[src/rtl/warp_scheduler.sv]
// Multi-warp instruction scheduler: time-multiplexes one ALU/LSU datapath across
// NUM_WARPS warps, each with its own PC, using round-robin selection per instruction.
module warp_scheduler #(
   parameter int NUM_WARPS = 4,
   parameter int PC_W      = 8,
   localparam int AW       = $clog2(NUM_WARPS)
) (
   input  logic                 clk,
   input  logic                 reset,
   input  logic                 start,
   input  logic [NUM_WARPS-1:0] warp_mask,
   output logic                 fetch_req,
   output logic [PC_W-1:0]      fetch_addr,
   input  logic                 fetch_ready,
   input  logic                 decoded_mem,
   input  logic                 decoded_ret,
   output logic                 lsu_req,
   input  logic                 lsu_done,
   output logic [2:0]           warp_state,
   output logic [AW-1:0]        active_warp,
   output logic [PC_W-1:0]      pc,
   input  logic                 pc_jump,
   input  logic [31:0]          alu_out,
   output logic                 done
);

   typedef enum logic [2:0] {
      WARP_IDLE    = 3'd0,
      WARP_FETCH   = 3'd1,
      WARP_DECODE  = 3'd2,
      WARP_REQUEST = 3'd3,
      WARP_WAIT    = 3'd4,
      WARP_EXECUTE = 3'd5,
      WARP_UPDATE  = 3'd6,
      WARP_DONE    = 3'd7
   } warp_state_t;

   warp_state_t          state_q, state_d;
   logic [NUM_WARPS-1:0] live_q, live_d;
   logic [PC_W-1:0]      pc_q [NUM_WARPS];
   logic [PC_W-1:0]      pc_d [NUM_WARPS];
   logic [AW-1:0]        active_q, active_d;
   logic                 mem_pend_q, mem_pend_d;
   logic                 ret_q, ret_d;

   logic [AW-1:0]        first_warp;
   logic [AW-1:0]        next_warp;
   logic [AW-1:0]        cand;
   logic                 found;

   // Lowest enabled warp in the launch mask.
   always_comb begin
      first_warp = '0;
      for (int i = NUM_WARPS - 1; i >= 0; i--) begin
         if (warp_mask[i]) first_warp = AW'(i);
      end
   end

   always_comb begin
      state_d    = state_q;
      live_d     = live_q;
      pc_d       = pc_q;
      active_d   = active_q;
      mem_pend_d = mem_pend_q;
      ret_d      = ret_q;
      next_warp  = active_q;
      cand       = active_q;
      found      = 1'b0;

      case (state_q)
         WARP_IDLE, WARP_DONE: begin
            if (start) begin
               live_d   = warp_mask;
               active_d = first_warp;
               for (int i = 0; i < NUM_WARPS; i++) pc_d[i] = '0;
               state_d  = (warp_mask == '0) ? WARP_DONE : WARP_FETCH;
            end
         end
         WARP_FETCH: begin
            if (fetch_ready) state_d = WARP_DECODE;
         end
         WARP_DECODE: begin
            mem_pend_d = decoded_mem;
            ret_d      = decoded_ret;
            state_d    = WARP_REQUEST;
         end
         WARP_REQUEST: state_d = WARP_WAIT;
         WARP_WAIT: begin
            if (!mem_pend_q || lsu_done) state_d = WARP_EXECUTE;
         end
         WARP_EXECUTE: state_d = WARP_UPDATE;
         WARP_UPDATE: begin
            if (ret_q) begin
               live_d[active_q] = 1'b0;
            end else begin
               pc_d[active_q] = pc_jump ? alu_out[PC_W-1:0] : pc_q[active_q] + PC_W'(1);
            end
            // Search starts after the current warp and wraps back onto it last.
            for (int i = 1; i <= NUM_WARPS; i++) begin
               cand = active_q + AW'(i);
               if (!found && live_d[cand]) begin
                  found     = 1'b1;
                  next_warp = cand;
               end
            end
            if (found) begin
               active_d = next_warp;
               state_d  = WARP_FETCH;
            end else begin
               state_d  = WARP_DONE;
            end
         end
         default: state_d = WARP_IDLE;
      endcase
   end

   always_ff @(posedge clk) begin
      if (reset) begin
         state_q    <= WARP_IDLE;
         live_q     <= '0;
         active_q   <= '0;
         mem_pend_q <= 1'b0;
         ret_q      <= 1'b0;
         for (int i = 0; i < NUM_WARPS; i++) pc_q[i] <= '0;
      end else begin
         state_q    <= state_d;
         live_q     <= live_d;
         active_q   <= active_d;
         mem_pend_q <= mem_pend_d;
         ret_q      <= ret_d;
         pc_q       <= pc_d;
      end
   end

   assign fetch_req   = (state_q == WARP_FETCH);
   assign lsu_req     = (state_q == WARP_REQUEST) && mem_pend_q;
   assign done        = (state_q == WARP_DONE);
   assign warp_state  = state_q;
   assign active_warp = active_q;
   assign pc          = pc_q[active_q];
   assign fetch_addr  = pc_q[active_q];

   // Only the low PC_W bits of the ALU result form a jump target.
   if (PC_W < 32) begin : g_alu_hi
      logic unused_alu_hi;
      assign unused_alu_hi = ^alu_out[31:PC_W];
   end

endmodule

[config.mk]
export PLATFORM = sky130hd
export DESIGN_NAME = warp_scheduler
export DESIGN_NICKNAME = d
export VERILOG_FILES = /design/src/rtl/warp_scheduler.sv
export SDC_FILE = /design/constraint.sdc
export NUM_CORES = 1
export LEC_CHECK = 0
export ABC_AREA = 1
export CAP_MARGIN = 20
export CORE_ASPECT_RATIO = 0.5
export CORE_MARGIN = 10
export CORE_UTILIZATION = 44
export DETAILED_ROUTE_END_ITERATION = 8
export HOLD_SLACK_MARGIN = 0.05
export PLACE_DENSITY_LB_ADDON = 0.05
export SLEW_MARGIN = 20
export SYNTH_ARGS = -nofsm -noshare
export SYNTH_HDL_FRONTEND = slang
export SYNTH_SLANG_ARGS = --single-unit
[constraint.sdc]
create_clock -name clk -period 4.6 [get_ports clk]
set_clock_uncertainty 0.2 [all_clocks]
set_input_delay 1.15 -clock clk [delete_from_list [all_inputs] [get_ports clk]]
set_output_delay 1.15 -clock clk [all_outputs]
set_load 0.05 [all_outputs]
After elaboration in Yosys (flattened, before gate mapping)
Cells that the tools add are included.

Bits in registers: 43. Input bits: 44. Output and inout port bits: 24. Logic and storage cells: 105.

Add/sub/neg operators: 4. Magnitude comparators: 7. Eq/ne operators: 14. Multiplexer cells: 49. Bitwise logic cells: 3. Reduce and logical (&&, ||, !) cells: 19.

Operators with widths (count): 32-bit 2-to-1 mux (2); 32-bit case mux with 2 select lines (1); 32-bit bitwise mux (1); 8-bit 2-to-1 mux (4); 3-bit case mux with 7 select lines (1); 2-bit 2-to-1 mux (10); 8-bit binary-select mux with 2-bit select (1); 8-bit demux with 2-bit select (1); 3-bit 2-to-1 mux (5); 1-bit 2-to-1 mux (13); 3-bit equality test (second input constant) (4); 2-bit by 3-bit less-than comparator with 1-bit output (second input constant) (4); 4-bit 2-to-1 mux (3); 2-bit != test (second input constant) (5); 8-bit by 1-bit adder with 8-bit output (second input constant) (1); 1-bit binary-select mux with 2-bit select (4); 4-bit case mux with 2 select lines (1); 3-bit by 2-bit equality test with 1-bit output (second input constant) (2); 1-bit logical AND (6); 3-bit AND reduction (2); 5-bit AND reduction (1); 2-bit adder (second input constant) (2); 4-bit AND (1); 1-bit zero test (4); 17 further kinds (17).

Longest topological paths before layout
Word-level depth: 26. Gate-level depth with buffers: 15. Mapped depth without buffers: 14.

Worst setup path after synthesis
OpenSTA, ideal clock, no wires.

Path kind: register to output. Start: register state_q[0] (netlist: warp_state[0]). End: output port lsu_req. Arrival: 1.991 ns. Data required time: 3.250 ns. Path slack: 1.259 ns. Stages on the path, launching flop included: 3. Buffers on the path: 0. Cells stage by stage: dfxtp_1 nand2_1 nor3_1.

Longest elaborated chain between the ends: 2.

Ends and longest elaborated chain: start: declaration (line 38) `warp_state_t state_q, state_d;`; start signal: assignment (line 126) `state_q <= state_d;`; 3-bit by 2-bit equality test with 1-bit output (line 136) `assign lsu_req = (state_q == WARP_REQUEST) && mem_pend_q;`; 1-bit logical AND (line 136); end: declaration (line 17) `output logic lsu_req,`.

No other way between the ends.

Worst setup path after layout
Start: register active_q[0] (netlist: active_warp[0]). End: output port pc[1].

Longest elaborated chain between the ends: 4.

Ends and longest elaborated chain: start: declaration (line 42) `logic [AW-1:0] active_q, active_d;`; start signal: assignment (line 128) `active_q <= active_d;`; 2-bit inverter with 3-bit output (implied by the code) (line 140) `assign pc = pc_q[active_q];`; 8-bit binary-select mux with 2-bit select (line 140); 8-bit 2-to-1 mux (implied by the code) (2 in a row) (line 140); end: declaration (line 21) `output logic [PC_W-1:0] pc,`.

No other way between the ends. The select of a mux whose other input is x is not followed.

==> flow_metrics.env <==
export IMPL_cts_tree="built"
export IMPL_rows=20
export IMPL_pwr_share_seq_pct=26.7
export IMPL_drv_slew=0
export IMPL_start_util_pct=45.6
export IMPL_wire_per_inst_um=14.4
export IMPL_hpwl_mm=5.76
export IMPL_criticalPathCategory="register to output pin"
export IMPL_max_clock_path_buffers=2
export IMPL_grtUsageTotal_pct=15.6
export IMPL_synth_top_cell_area_share_pct=30.9
export IMPL_grt_busiest_layer="met2"
export IMPL_use_met1_pct=20.0
export IMPL_swShare_pct=49.0
export IMPL_power_density_nw_per_um2=529
export IMPL_dpl_cell_count=551
export IMPL_yosys_warnings=0
export IMPL_cts_sinks=43
export IMPL_cts_clk_slew_worst_paths_ps=60
export IMPL_boundaryPins=68
export IMPL_p_clk_share_pct=19.5
export IMPL_critPathCaptureType="output pin"
export IMPL_holdBufCountCts=0
export IMPL_nets=519
export IMPL_gp_congestion=0.850
export IMPL_synthTopCellsByArea="dfxtp_1 31%, nand2_1 19%, nand3_1 9.5%"
export IMPL_ys_seq_area_share_pct=30.9
export IMPL_hold_viol_final=0
export IMPL_vias_per_cell=5.26
export IMPL_synth_seq_cells=43
export IMPL_worstHoldPathType="register to register"
export IMPL_initialDrtViolationCount=136
export IMPL_p_leak_nw=1.40
export IMPL_cts_setup_buffers=0
export IMPL_grt_max_degree=33
export IMPL_n_antenna_cell=0
export IMPL_grtUsageMet3_pct=4.41
export IMPL_die_h_um=76.3
export IMPL_fin_cells=559
export IMPL_hold_ws_ps=263
export IMPL_final_common_cell="nand2_1"
export IMPL_syn_mean_instance_area_sq_um=6.38
export IMPL_synthCells=437
export IMPL_ir_drop_mv=0.340
export IMPL_critPathLaunchType="register"
export IMPL_drc=0
export IMPL_max_freq_mhz=258
export IMPL_multi_input_area_sq_um=1600
export IMPL_relSlewSlack_pct=58.2
export IMPL_setup_violations=0
export IMPL_final_cell_mix="144 x nand2_1, 53 x nand3_1, 45 x inv_1"
export IMPL_die_area_sq_um=10100
export IMPL_ant_nets=0
export IMPL_status="complete, no violations"
export IMPL_h_tree_depth=2
export IMPL_numCtsBuffers=5
export IMPL_p_sw_w=0.000870
export IMPL_vias=2941
export IMPL_post_route_period_util_pct=84.2
export IMPL_grt_pass1_vias=2744
export IMPL_worst_slew_pin_transition_ps=626
export IMPL_critical_path_required_ps=3250
export IMPL_fill_cells=674
export IMPL_ctsRootBufferMaster="clkbuf_16"
export IMPL_arrival_ps=2520
export IMPL_p_int_w=0.000904
export IMPL_fp_dieW_um=133
export IMPL_yosys_area_top_type="dfxtp_1"
export IMPL_met2_usage_pct=25.4
export IMPL_cts_resized=0
export IMPL_grt_overflow_total=0
export IMPL_combPwrFrac_pct=53.8
export IMPL_core_sq_um=6110
export IMPL_path_max_fanout=25
export IMPL_final_setup_tns_ps=0
export IMPL_fin_crit_ps=3870
export IMPL_synth_distinct_cells=36
export IMPL_drive_above_1_share_pct=8.92
export IMPL_cap_violations=0
export IMPL_drt_first_pass_iters=5
export IMPL_seqCellArea_sq_um=861
export IMPL_grt_setup_unrepaired="false"
export IMPL_area_growth_pct=20.4
export IMPL_postSynthNetCount=486
export IMPL_syn_area_sq_um=2790
export IMPL_grt_antenna_before_repair=0
export IMPL_grt_pass1_wl_mm=13.3
export IMPL_clkLatencyLatePin_ps=290
export IMPL_io_buffer_count=43
export IMPL_drt_total_wl_mm=8.04
## cell type report
cell class	instances	share of cell area, %
multi-input combinational	323	47.7
clock inverter	1	0.149
inverter	51	5.78
sequential	43	25.7
timing repair buffer	46	13.5
tap	88	3.28
clock buffer	7	3.95
## power groups by stage
| stage | Combinational, W | Sequential [W] | Clock [W] |
|---|---|---|---|
| floorplan | 0.000653 | 0.000532 | 0 |
| global placement | 0.000940 | 0.000479 | 0 |
| detailed placement | 0.000951 | 0.000481 | 0 |
| CTS | 0.000956 | 0.000474 | 0.000354 |
| global route | 0.00106 | 0.000483 | 0.000372 |
| finish | 0.000954 | 0.000474 | 0.000346 |
## cell usage after synthesis (all sizes together)
library cell  instances
nand2               150
nand3                56
inv                  50
a21oi                45
dfxtp                43
o21ai                21
nor2                 19
buf                  16
or2                   9
nor3                  6
ha                    5
clkbuf                4
o211a                 4
o221ai                2
o31ai                 2
a221oi                1
a31oi                 1
clkinv                1
mux2i                 1
nand4                 1
## logic make-up (layout without fill, tap and decap cells)
logic type	count (synthesis)	in the layout	share of synthesized area, %
multiplexers	1	1	0.359
adder cells (fa/ha/maj)	5	5	2.25
buffers and inverters	71	105	11.7
AND/OR/NAND/NOR	241	241	38.7
AO/OA/AOI/OAI	76	76	16.1
flip-flops	43	43	30.9
## sequential cells by signal, indices dropped and copies added (netlist names)
signal	cells
active_warp	2
live_q	4
mem_pend_q	1
pc_q	32
ret_q	1
warp_state	3
## critical path: stages (launching register included)
cell             delay, ps
dfxtp_1                290
buf_4                  220
inv_2                  410
nand2_1                100
nand2_1                 80
nand2_1                 40
nand2_1                220
clkdlybuf4s50_1        860
## through the flow
step	utilization (%)	setup slack [ps]	total power [W]	instance area, sq um
final	54.9	728	0.00177	3350
after global routing	54.9	595	0.00191	3350
after CTS	54.9	719	0.00178	3350
after detailed placement	52.7	1040	0.00143	3220
after global placement	52.7	1020	0.00142	3220
after floorplan	-	1260	0.00118	2790
## path summary, 6_finish.rpt
kind,to,slack [ps],cells after the start,from
setup reg to reg,warp_state[2],1880,13,active_warp[0]
setup / recovery,pc[1],730,7,active_warp[0]
hold / removal,pc_q[7],260,2,pc_q[7]
hold reg to reg,pc_q[7],260,2,pc_q[7]
## metal layers
metal / wire [um] / up-vias
li1: - / 1478
met3: 591 / 11
met2: 3640 / 91
met4: 98 / 0
met5: 0 / -
met1: 3710 / 1361
No activity file was read; power rests on OpenSTA's default activity.
